===== src/rtl/pipeline_ctrl.sv =====
// pipeline_ctrl: stall/flush controller for the 5-stage core.
// Merges stage stall requests into stall[5:0] ([0]PC..[5]WB,
// 1 = hold), arbitrates ID/EX redirects and holds one pending
// redirect while the front end is frozen. A watchdog raises a
// sticky stall_timeout after MAX_STALL frozen cycles.
// Ports: clk, rst (sync, active-low), *_stallreq, id/ex_b_flag,
// id/ex_b_target, stall, pc_redirect, redirect_pc, flush_if_id,
// flush_id_ex, stall_timeout, perf_stall_cycles, perf_redirects.
// Macro CTRL_PERF_EN builds the perf counters; else tied to 0.
module pipeline_ctrl #(
  parameter int MAX_STALL = 64,
  parameter int CNT_W     = 8
) (
  input  logic        clk,
  input  logic        rst,
  input  logic        if_stallreq,
  input  logic        id_stallreq,
  input  logic        ex_stallreq,
  input  logic        mem_stallreq,
  input  logic        id_b_flag,
  input  logic [31:0] id_b_target,
  input  logic        ex_b_flag,
  input  logic [31:0] ex_b_target,
  output logic [5:0]  stall,
  output logic        pc_redirect,
  output logic [31:0] redirect_pc,
  output logic        flush_if_id,
  output logic        flush_id_ex,
  output logic        stall_timeout,
  output logic [31:0] perf_stall_cycles,
  output logic [31:0] perf_redirects
);

  localparam logic [CNT_W-1:0] CNT_MAX =
    CNT_W'(MAX_STALL);
  localparam logic [CNT_W-1:0] CNT_PRE =
    CNT_W'(MAX_STALL - 1);

  typedef struct packed {
    logic        valid;
    logic        src;
    logic [31:0] pc;
  } pend_t;

  pend_t            pend_q;
  logic [CNT_W-1:0] cnt_q;
  logic             tmo_q;

  logic [5:0]  stall_req;
  logic        front;
  logic        sel_v;
  logic        sel_src;
  logic [31:0] sel_pc;

  always_comb begin
    stall_req = 6'b000000;
    priority case (1'b1)
      mem_stallreq: stall_req = 6'b011111;
      ex_stallreq:  stall_req = 6'b001111;
      id_stallreq:  stall_req = 6'b000111;
      if_stallreq:  stall_req = 6'b000011;
      default:      stall_req = 6'b000000;
    endcase
  end

  assign front = stall_req[0];

  // Live EX beats pending; pending beats live ID
  // because ID is younger than anything captured.
  always_comb begin
    sel_v   = 1'b0;
    sel_src = 1'b0;
    sel_pc  = 32'h0;
    if (!front) begin
      if (ex_b_flag) begin
        sel_v   = 1'b1;
        sel_src = 1'b1;
        sel_pc  = ex_b_target;
      end else if (pend_q.valid) begin
        sel_v   = 1'b1;
        sel_src = pend_q.src;
        sel_pc  = pend_q.pc;
      end else if (id_b_flag) begin
        sel_v   = 1'b1;
        sel_src = 1'b0;
        sel_pc  = id_b_target;
      end
    end
  end

  always_ff @(posedge clk) begin
    if (!rst) begin
      pend_q <= '0;
    end else if (!front) begin
      pend_q.valid <= 1'b0;
    end else if (ex_b_flag) begin
      pend_q.valid <= 1'b1;
      pend_q.src   <= 1'b1;
      pend_q.pc    <= ex_b_target;
    end else if (id_b_flag && !pend_q.valid) begin
      pend_q.valid <= 1'b1;
      pend_q.src   <= 1'b0;
      pend_q.pc    <= id_b_target;
    end
  end

  // Timeout sets on the edge where the count
  // reaches MAX_STALL (or stays saturated there).
  always_ff @(posedge clk) begin
    if (!rst) begin
      cnt_q <= '0;
      tmo_q <= 1'b0;
    end else if (front) begin
      if (cnt_q != CNT_MAX)
        cnt_q <= cnt_q + 1'b1;
      if (cnt_q >= CNT_PRE)
        tmo_q <= 1'b1;
    end else begin
      cnt_q <= '0;
    end
  end

  assign stall         = rst ? stall_req : 6'b0;
  assign pc_redirect   = rst & sel_v;
  assign redirect_pc   = pc_redirect ? sel_pc : 32'h0;
  assign flush_if_id   = pc_redirect;
  assign flush_id_ex   = pc_redirect & sel_src;
  assign stall_timeout = rst & tmo_q;

`ifdef CTRL_PERF_EN
  logic [31:0] pstall_q;
  logic [31:0] predir_q;

  always_ff @(posedge clk) begin
    if (!rst) begin
      pstall_q <= 32'h0;
      predir_q <= 32'h0;
    end else begin
      if (front)
        pstall_q <= pstall_q + 32'h1;
      if (sel_v)
        predir_q <= predir_q + 32'h1;
    end
  end

  assign perf_stall_cycles = rst ? pstall_q : 32'h0;
  assign perf_redirects    = rst ? predir_q : 32'h0;
`else
  assign perf_stall_cycles = 32'h0;
  assign perf_redirects    = 32'h0;
`endif

endmodule

===== config.mk =====
export PLATFORM = sky130hd
export DESIGN_NAME = pipeline_ctrl
export DESIGN_NICKNAME = d
export VERILOG_FILES = /design/src/rtl/pipeline_ctrl.sv
export SDC_FILE = /design/constraint.sdc
export NUM_CORES = 1
export LEC_CHECK = 0
export ABC_CLOCK_PERIOD_IN_PS = 2290
export BUFFER_PORTS_ARGS = -buffer_cell sky130_fd_sc_hd__buf_4
export CAP_MARGIN = 40
export CORE_UTILIZATION = 51
export CTS_BUF_LIST = sky130_fd_sc_hd__clkbuf_16
export DETAILED_ROUTE_END_ITERATION = 10
export GPL_TIMING_DRIVEN = 0
export HOLD_SLACK_MARGIN = 0.15
export PLACE_DENSITY_LB_ADDON = 0.3
export SETUP_SLACK_MARGIN = 0.2
export SYNTH_ARGS = -nofsm -noshare
export SYNTH_HDL_FRONTEND = slang
export SYNTH_SLANG_ARGS = --single-unit

===== constraint.sdc =====
create_clock -name clk -period 2.29 [get_ports clk]
set_input_delay 0.1145 -clock clk [delete_from_list [all_inputs] [get_ports clk]]
set_output_delay 0.1145 -clock clk [all_outputs]
set_load 0.03 [all_outputs]

-- Word-level counts from Yosys, hierarchy flattened
Cells that the tools add are included.
- register bits: 43
- input port bits: 72
- output and inout bits: 106
- word-level logic and storage cells: 36
- add/sub/neg operators: 1
- $lt $le $gt $ge: 1
- equal/unequal tests: 1
- muxes and demuxes: 19
- bitwise operators: 3
- reductions and logical operators: 6
- operator list (kind ; count):
    2-to-1 mux 32 bit ; 5
    2-to-1 mux 34 bit ; 2
    2-to-1 mux 6 bit ; 3
    adder 8 x 1 -> 8 bit (second input constant) ; 1
    greater-or-equal comparator 8 x 6 -> 1 bit (second input constant) ; 1
    inequality test 8 x 7 -> 1 bit (second input constant) ; 1
    2-to-1 mux 1 bit ; 7
    AND reduction 2 bit ; 3
    AND 1 bit ; 3
    2-to-1 mux 3 bit ; 1
    2-to-1 mux 2 bit ; 1
    nonzero test 2 bit ; 1
    logical AND 1 bit ; 1
    zero test 1 bit ; 1

-- Depth between registers and ports, before layout
Gate-level depths: netlist of run 1.
- word-level depth: 7
- depth in mapped cells: 7
- gate-level depth less buffers: 5

-- Worst setup path before layout of run 1
OpenSTA, ideal clock, no wires.
- kind: register -> output
- start point: register pend_q[33] (netlist name)
- end point: output redirect_pc[1]
- data arrival time: 1.845 ns
- data required time: 2.176 ns
- path slack: 0.330 ns
- stages on the path, launching flop included: 6
- path buffers: 3
- path through: dfxtp_1 > clkbuf_1 > buf_2 > clkbuf_1 > a221oi_1 > nor3_1
- word-level cells in the longest chain between the ends: 5
- RTL lines (element ; RTL line ; source):
    from (decl) ; 45 ; pend_t pend_q;
    2-to-1 mux 1 bit ; 79 ; end else if (pend_q.valid) begin
    2-to-1 mux 1 bit ; 75 ; if (ex_b_flag) begin
    2-to-1 mux 1 bit ; 74 ; if (!front) begin
    AND 1 bit ; 124 ; assign pc_redirect = rst & sel_v;
    2-to-1 mux 32 bit * ; 125 ; assign redirect_pc = pc_redirect ? sel_pc : 32'h0;
    to (decl) ; 26 ; output logic [31:0] redirect_pc,
Mark *: on every way between the ends. The rest lies on a longest branch, timed or not.

-- Final worst setup path of run 1
- start point: register pend_q[33] (netlist name)
- end point: output redirect_pc[20]
The elaborated chain is that of the path after synthesis.

==> implementation parameters, run 1 <==
Parameter                              Value

Status
  Result of the run ... finished clean

GRT
  Leftover overflow at the end of global routing ... 0
  Layer with the highest usage ... met2
  Number of global-route vias before repair ... about 3400
  Met2 Resource Use GR ... 46.0%
  Met3 Use GR ... 4.24%
  Tot GR Track Use ... 25.3%
  Met1 track demand over resource in global routing ... 30.2%
  Wire length of the first global-routing pass ... 15500 um
  Antenna violations before repair ... 0
  Largest net degree at the start of global routing ... 13

STA
  Final hold slack ... 0.172 ns
  Number of hold violations in the final report ... 0
  Final number of setup-violating endpoints ... 0
  Maximum achievable frequency ... 0.500 GHz
  Post-route clock period utilization ... 87.4%
  Max-slew violations ... 0
  Setup repair after global routing missed its margin ... false
  Pin slew with the least headroom to its limit ... 0.523 ns
  Final Skew ... 0.00396 ns
  Max-slew headroom ... between 60% and 70%
  Worst Setup Slack, final ... about 0.29 ns
  Aggregate negative setup slack ... 0 ns
  Fin crit period ... 2.00 ns

Yosys
  Flop and latch count out of synthesis ... 43
  Netlist area before placement ... ~3800 um2
  Leading area contributor after synthesis ... dfxtp_1
  Yosys synthesis warning count ... 0
  Number of distinct library cell variants in the gate-level netlist after synthesis ... 36
  Cell count after synthesis ... 456
  Dominant cells by area after synthesis ... dfxtp_1 23%, buf_4 14%, nor2b_1 10%, mux2_2 9.5%, mux2i_1 8.5%
  Mean Syn Cell Area ... 8.29 um2
  Area fraction of the dominant cell type after synthesis ... a little under a quarter
  Sequential area share after synthesis ... 22.8%

Pwr
  Largest voltage drop on the vdd net ... around 0.00027 V
  Power density over the cells ... ~450 nW/um2
  Total chip power ... 2.30 mW
  LEAKAGE ... 2.42 nW

Placed design
  IO buf count ... 110
  Worst slack at placement ... 0.217 ns
  DPL Wire Length ... 7700 um
  Final weighted congestion in routability-driven placement ... 0.807

Floorplan
  Site row count ... 31
  I/O pins ... 178
  Starting density of the core ... 52.4%
  Die span in x ... 88.1 um
  Area of the core ... 7210 um2
  Die boundary height ... ~90 um
  Area of the die ... 7770 um2

Min path
  Startpoint of the most critical hold path ... if_stallreq
  Path class of the lowest-slack min-delay path ... in -> reg

Drt
  Number of iterations in the first detailed-routing pass ... 5
  Post-detailed-route count of antenna-violating nets ... 0
  Routed vias ... ~3700
  DRC violation count after routing ... 0
  Routed wire length ... about 10000 um
  Drt wl/cell ... 13.5 um
  Via density ... 5.03
  Number of DRC violations after detailed-routing iteration 0 ... ~180

Worst setup path
  Flop2flop setup slack ... 0.65 ns
  Family with the most delay on the worst path ... buffers and inverters
  CP max-delay cell ... a221oi_1
  Top cell by count, worst path ... clkbuf_2
  Worst setup path class ... reg -> out
  Worst setup path endpoint ... redirect_pc[20]
  Startpoint types ... flip-flop
  Critical path startpoint ... pend_q[33]$_SDFFE_PN0P_
  Max FO, Critical Path ... 10
  Launch instance of the worst register-to-register path ... pend_q[33]$_SDFFE_PN0P_
  R2R cell count ... 5
  Delay of the slowest cell on the worst path ... between 0.3 and 0.4 ns
  Cell chain of the critical path ... clkbuf_2 > clkbuf_4 > clkbuf_2 > a221oi_1 > nor3_2 > buf_4
  Arr. time, crit path ... ~1.9 ns
  CP Data Required Time ... 2.18 ns
  Worst path bufs/invs ... 4
  Type of destination of the critical path ... output pin
  Endpoint of the worst register-to-register path ... pend_q[3]$_SDFFE_PN0P_
  Worst path depth ... 6

Final layout
  Most frequent cells in the layout ... 180 x buf_4, 67 x nand2_1, 65 x conb_1
  Proportion of layout cells with a drive suffix above 1 ... 41.6%
  Fillers ... roughly 610
  NumNets Final ... 712
  Post-Route Utilization ... 71.1%
  Most frequent standard cell in the layout excluding fill and tap cells ... buf_4
  Number of inserted diodes ... 0
  Synthesis-to-layout area growth ... 35.7%

Clocking
  Insertion delay to the later sink of the worst-skew pair ... ~0.28 ns
  Post-cts resize count ... 5
  TritonCTS clock tree ... done
  H-tree level count ... 2
  Master cell of the clock root buffer ... clkbuf_16
  Number of buffers on the longest clock path ... 2
  Sink Count ... between 40 and 50
  Post-CTS setup repair buffer count ... 0
  Clock Pin Slew Worst Setup and Hold Paths ... 0.06 ns
  Total clock buffers created by CTS ... 5
  Hold buffer count at cts ... 0

Run
  Maximum capacitance violations ... 0
-- cells by family after synthesis --
logic type | synth area share, %
multiplexers | 18.0
AND/OR/NAND/NOR | 28.6
AO/OA/AOI/OAI | 10.7
flip-flops | 22.8
adder cells (fa/ha/maj) | 0.661
XOR/XNOR | 0.695
buffers and inverters | 18.5
other | 0.0991
-- how the worst min path moves through the flow --
stage | to | slack [ns] | depth (start not counted)
after floorplan | pend_q[33]$_SDFFE_PN0P_ | 0.29 | 2
after global placement | pend_q[33]$_SDFFE_PN0P_ | 0.40 | 3
after detailed placement | pend_q[20]$_SDFFE_PN0P_ | 0.45 | 2
after CTS | cnt_q[6]$_SDFFE_PN0P_ | 0.18 | 3
after global routing | pend_q[33]$_SDFFE_PN0P_ | 0.20 | 3
final | cnt_q[6]$_SDFFE_PN0P_ | 0.17 | 3
-- power breakdown --
group / internal [mW] / switching [mW]
clock: 0.392 / 0.276
combinational: 0.349 / 0.442
sequential: 0.805 / 0.0346
-- tightest hold or removal path, stage by stage --
cell and delay [ns]:
buf_4 0.08, o41ai_1 0.10, a21oi_1 0.11
-- layer usage --
| layer | up-vias | routed length (um) |
|---|---|---|
| met5 | - | 0 |
| met4 | 0 | 128 |
| met3 | 17 | 680 |
| met2 | 164 | 5150 |
| met1 | 1727 | 3970 |
| li1 | 1807 | - |
-- stage by stage --
stage,std cells,instance area [um2]
after floorplan,520,4020
after global placement,729,4970
after detailed placement,730,4980
after CTS,738,5120
after global routing,738,5130
final,738,5130
-- layout make-up --
class	count	area (um2)	area share, %
inverter	4	15.0	0.293
clock buffer	5	125	2.44
sequential	43	861	16.8
timing repair buffer	111	831	16.2
clock inverter	3	11.3	0.219
multi-input combinational	370	2470	48.1
tap	99	124	2.41
buffer	103	697	13.6
-- registers in the layout, indices dropped and copies added, names as in the netlist --
register / cells
tmo_q: 1
cnt_q: 8
pend_q: 34
-- cell usage after synthesis, drive strengths merged --
| library cell | instances |
|---|---|
| buf | 78 |
| nand2 | 67 |
| nor2b | 63 |
| dfxtp | 43 |
| nor3 | 35 |
| a221oi | 32 |
| mux2 | 32 |
| mux2i | 32 |
| clkbuf | 25 |
| a21oi | 6 |
| nor2 | 5 |
| o21ai | 5 |
| inv | 4 |
| nand3 | 4 |
| or3 | 3 |
| a21o | 2 |
| and2 | 2 |
| ha | 2 |
| o31ai | 2 |
| or4 | 2 |
| xor2 | 2 |
| a31o | 1 |
| and3 | 1 |
| conb | 1 |
| nor4bb | 1 |
| o21a | 1 |
| o31a | 1 |
| o41ai | 1 |
| or2 | 1 |
| or4bb | 1 |
| xnor2 | 1 |
(Power assumes the default switching activity.)
==> run 2, diff against run 1 <==
- RECOVER_POWER: not set -> 100
==> run 2 against run 1 <==
Via count decreased by 0.81%; critical path depth increased by 1; power decreased by 0.67%; wire length decreased by 0.40%; sequential power about the same.
==> implementation parameters, run 2 (synthesized netlist as in run 1, its figures left out) <==
Parameter                              Value

Status
  Result of the run ... finished clean

Clocking
  Master cell of the clock root buffer ... clkbuf_16
  H-tree level count ... 2
  Number of buffers on the longest clock path ... 2
  TritonCTS clock tree ... done
  Sink Count ... 43
  Insertion delay to the later sink of the worst-skew pair ... around 0.28 ns
  Clock Pin Slew Worst Setup and Hold Paths ... 0.06 ns
  Post-CTS setup repair buffer count ... 0
  Total clock buffers created by CTS ... 5

Drt
  Routed wire length ... 9890 um
  Drt wl/cell ... 13.4 um
  Number of iterations in the first detailed-routing pass ... 4
  Post-detailed-route count of antenna-violating nets ... 0
  DRC violation count after routing ... 0
  Number of DRC violations after detailed-routing iteration 0 ... 176
  Via density ... 4.99
  Routed vias ... 3685

Worst setup path
  Top cell by count, worst path ... buf_6
  Max FO, Critical Path ... 10
  CP max-delay cell ... clkbuf_1
  Type of destination of the critical path ... output pin
  Cell chain of the critical path ... clkbuf_2 > o31ai_1 > or2_0 > buf_6 > buf_6 > nor3_2 > clkbuf_1
  Worst setup path class ... reg -> out
  Startpoint types ... flip-flop
  CP Data Required Time ... 2.18 ns
  Arr. time, crit path ... 2.00 ns
  Delay of the slowest cell on the worst path ... about 0.33 ns

Floorplan
  Die span in x ... 88.1 um
  Die boundary height ... 88.1 um
  Area of the core ... 7210 um2
  I/O pins ... ~180
  Starting density of the core ... 52.4%
  Area of the die ... 7770 um2
  Site row count ... 31

Placed design
  IO buf count ... 110
  Final weighted congestion in routability-driven placement ... 0.807
  Post-DP Area ... ~5000 um2
  DPL Wire Length ... 7700 um

GRT
  Tot GR Track Use ... 25.3%
  Antenna violations before repair ... 0
  Number of global-route vias before repair ... 3397
  Largest net degree at the start of global routing ... 13
  Leftover overflow at the end of global routing ... 0
  Wire length of the first global-routing pass ... 15500 um

Final layout
  Fillers ... 650
  Most frequent standard cell in the layout excluding fill and tap cells ... buf_4
  Most frequent cells in the layout ... 152 x buf_4, 67 x nand2_1, 65 x conb_1
  Area taken by multi-input logic gates ... 2460 um2
  Final non-filler cell area ... 5040 um2
  Post-Route Utilization ... 69.9%
  Number of flip-flops under the largest register name ... 34
  Synthesis-to-layout area growth ... 33.3%
  Largest register by flop count ... pend_q
  Proportion of layout cells with a drive suffix above 1 ... 39.4%
  Register cell area after layout ... between 800 and 900 um2
  NumNets Final ... just over 700
  Largest registers ranked by flip-flop count ... pend_q: 34 flops, cnt_q: 8 flops, tmo_q: 1 flops
  Number of inserted diodes ... 0

STA
  Final Skew ... 0.00464 ns
  Final number of setup-violating endpoints ... 0
  Max-slew violations ... 0
  Fin crit period ... 2.12 ns
  Aggregate negative setup slack ... 0 ns
  Setup repair after global routing missed its margin ... false
  Max-slew headroom ... approximately 51%
  Maximum achievable frequency ... 0.473 GHz
  Post-route clock period utilization ... between 90% and 100%
  Pin slew with the least headroom to its limit ... 0.731 ns
  Number of hold violations in the final report ... 0

Pwr
  Internal power of the cells ... 1.54 mW
  LEAKAGE ... around 2.4 nW
  Power density over the cells ... ~450 nW/um2
  Largest voltage drop on the vdd net ... about 0.00027 V
  Switching fraction of total power ... 32.6%
  Relative contribution of combinational cells to total power ... 34.2%
  Relative contribution of the clock network to total power ... 29.0%
  Seq pwr share ... 36.8%
  Switching power ... 0.745 mW

Min path
  Path class of the lowest-slack min-delay path ... in -> reg

Run
  Maximum capacitance violations ... 0
==> run 2: cell types whose count changed in the layout (fill, tap and decap cells not counted) <==
cell	change
buf_4	-28
o31ai_1	+1
and2_0	+1
clkbuf_1	+13
buf_2	-1
and2_1	-1
clkbuf_4	+1
or2_0	+1
or2_1	-1
clkbuf_2	+15
o31ai_2	-1
==> run 2: timing repair <==
| action | CTS | global route |
|---|---|---|
| gates resized for setup | 5 | 9 |
| endpoints found under the setup margin | 32 | 19 |
| hold buffers | 0 | 0 |
==> run 2: cell type report <==
cell class / count / share of cell area, %
Timing Repair Buffer: 111 / 15.0
Tap cell: 99 / 2.46
Clock buffer: 5 / 2.48
Inverter: 4 / 0.298
Clock inverter: 3 / 0.223
Buffer: 103 / 13.6
Multi-Input combinational cell: 370 / 48.8
Sequential cell: 43 / 17.1
==> run 2: through the flow <==
stage / std cells / total power [mW] / hold WS, ns / setup slack [ns]
global placement: 729 / 1.61 / 0.402 / 0.275
CTS: 738 / 2.29 / 0.179 / 0.246
finish: 738 / 2.28 / 0.175 / 0.175
detailed placement: 730 / 1.63 / 0.453 / 0.217
global route: 738 / 2.40 / 0.222 / 0.105
floorplan: 520 / 1.42 / 0.287 / 0.330
==> run 2: metal layers <==
layer | part of all wire, % | vias up | track usage (%)
met5 | 0 | - | 0
met3 | 6.9 | 15 | 4.24
met4 | 1.7 | 0 | 7.92
li1 | - | 1808 | -
met2 | 52 | 152 | 46.0
met1 | 40 | 1710 | 30.2
==> run 2: worst max-delay path: cells and delay by family, from the launching register on <==
| family | cells | cell delay [ns] |
|---|---|---|
| simple gates | 2 | 0.41 |
| compound gates | 1 | 0.13 |
| flops | 1 | 0.31 |
| buf+inv | 4 | 0.86 |
==> run 2: power by group through the flow <==
| stage | Sequential (mW) | Clock [mW] | Combinational, mW |
|---|---|---|---|
| after global placement | 0.850 | 0 | 0.758 |
| after global routing | 0.845 | 0.709 | 0.847 |
| after CTS | 0.838 | 0.672 | 0.783 |
| after floorplan | 0.844 | 0 | 0.579 |
| final | 0.840 | 0.662 | 0.781 |
| after detailed placement | 0.854 | 0 | 0.779 |
==> run 2: worst paths after layout <==
path | startpoint | endpoint | depth (start not counted) | slack (ns)
setup / recovery | pend_q[33]$_SDFFE_PN0P_ | redirect_pc[26] | 7 | 0.17
hold reg to reg | pend_q[23]$_SDFFE_PN0P_ | pend_q[23]$_SDFFE_PN0P_ | 2 | 0.46
hold / removal | if_stallreq | cnt_q[6]$_SDFFE_PN0P_ | 3 | 0.18
setup reg to reg | pend_q[33]$_SDFFE_PN0P_ | pend_q[26]$_SDFFE_PN0P_ | 5 | 0.30
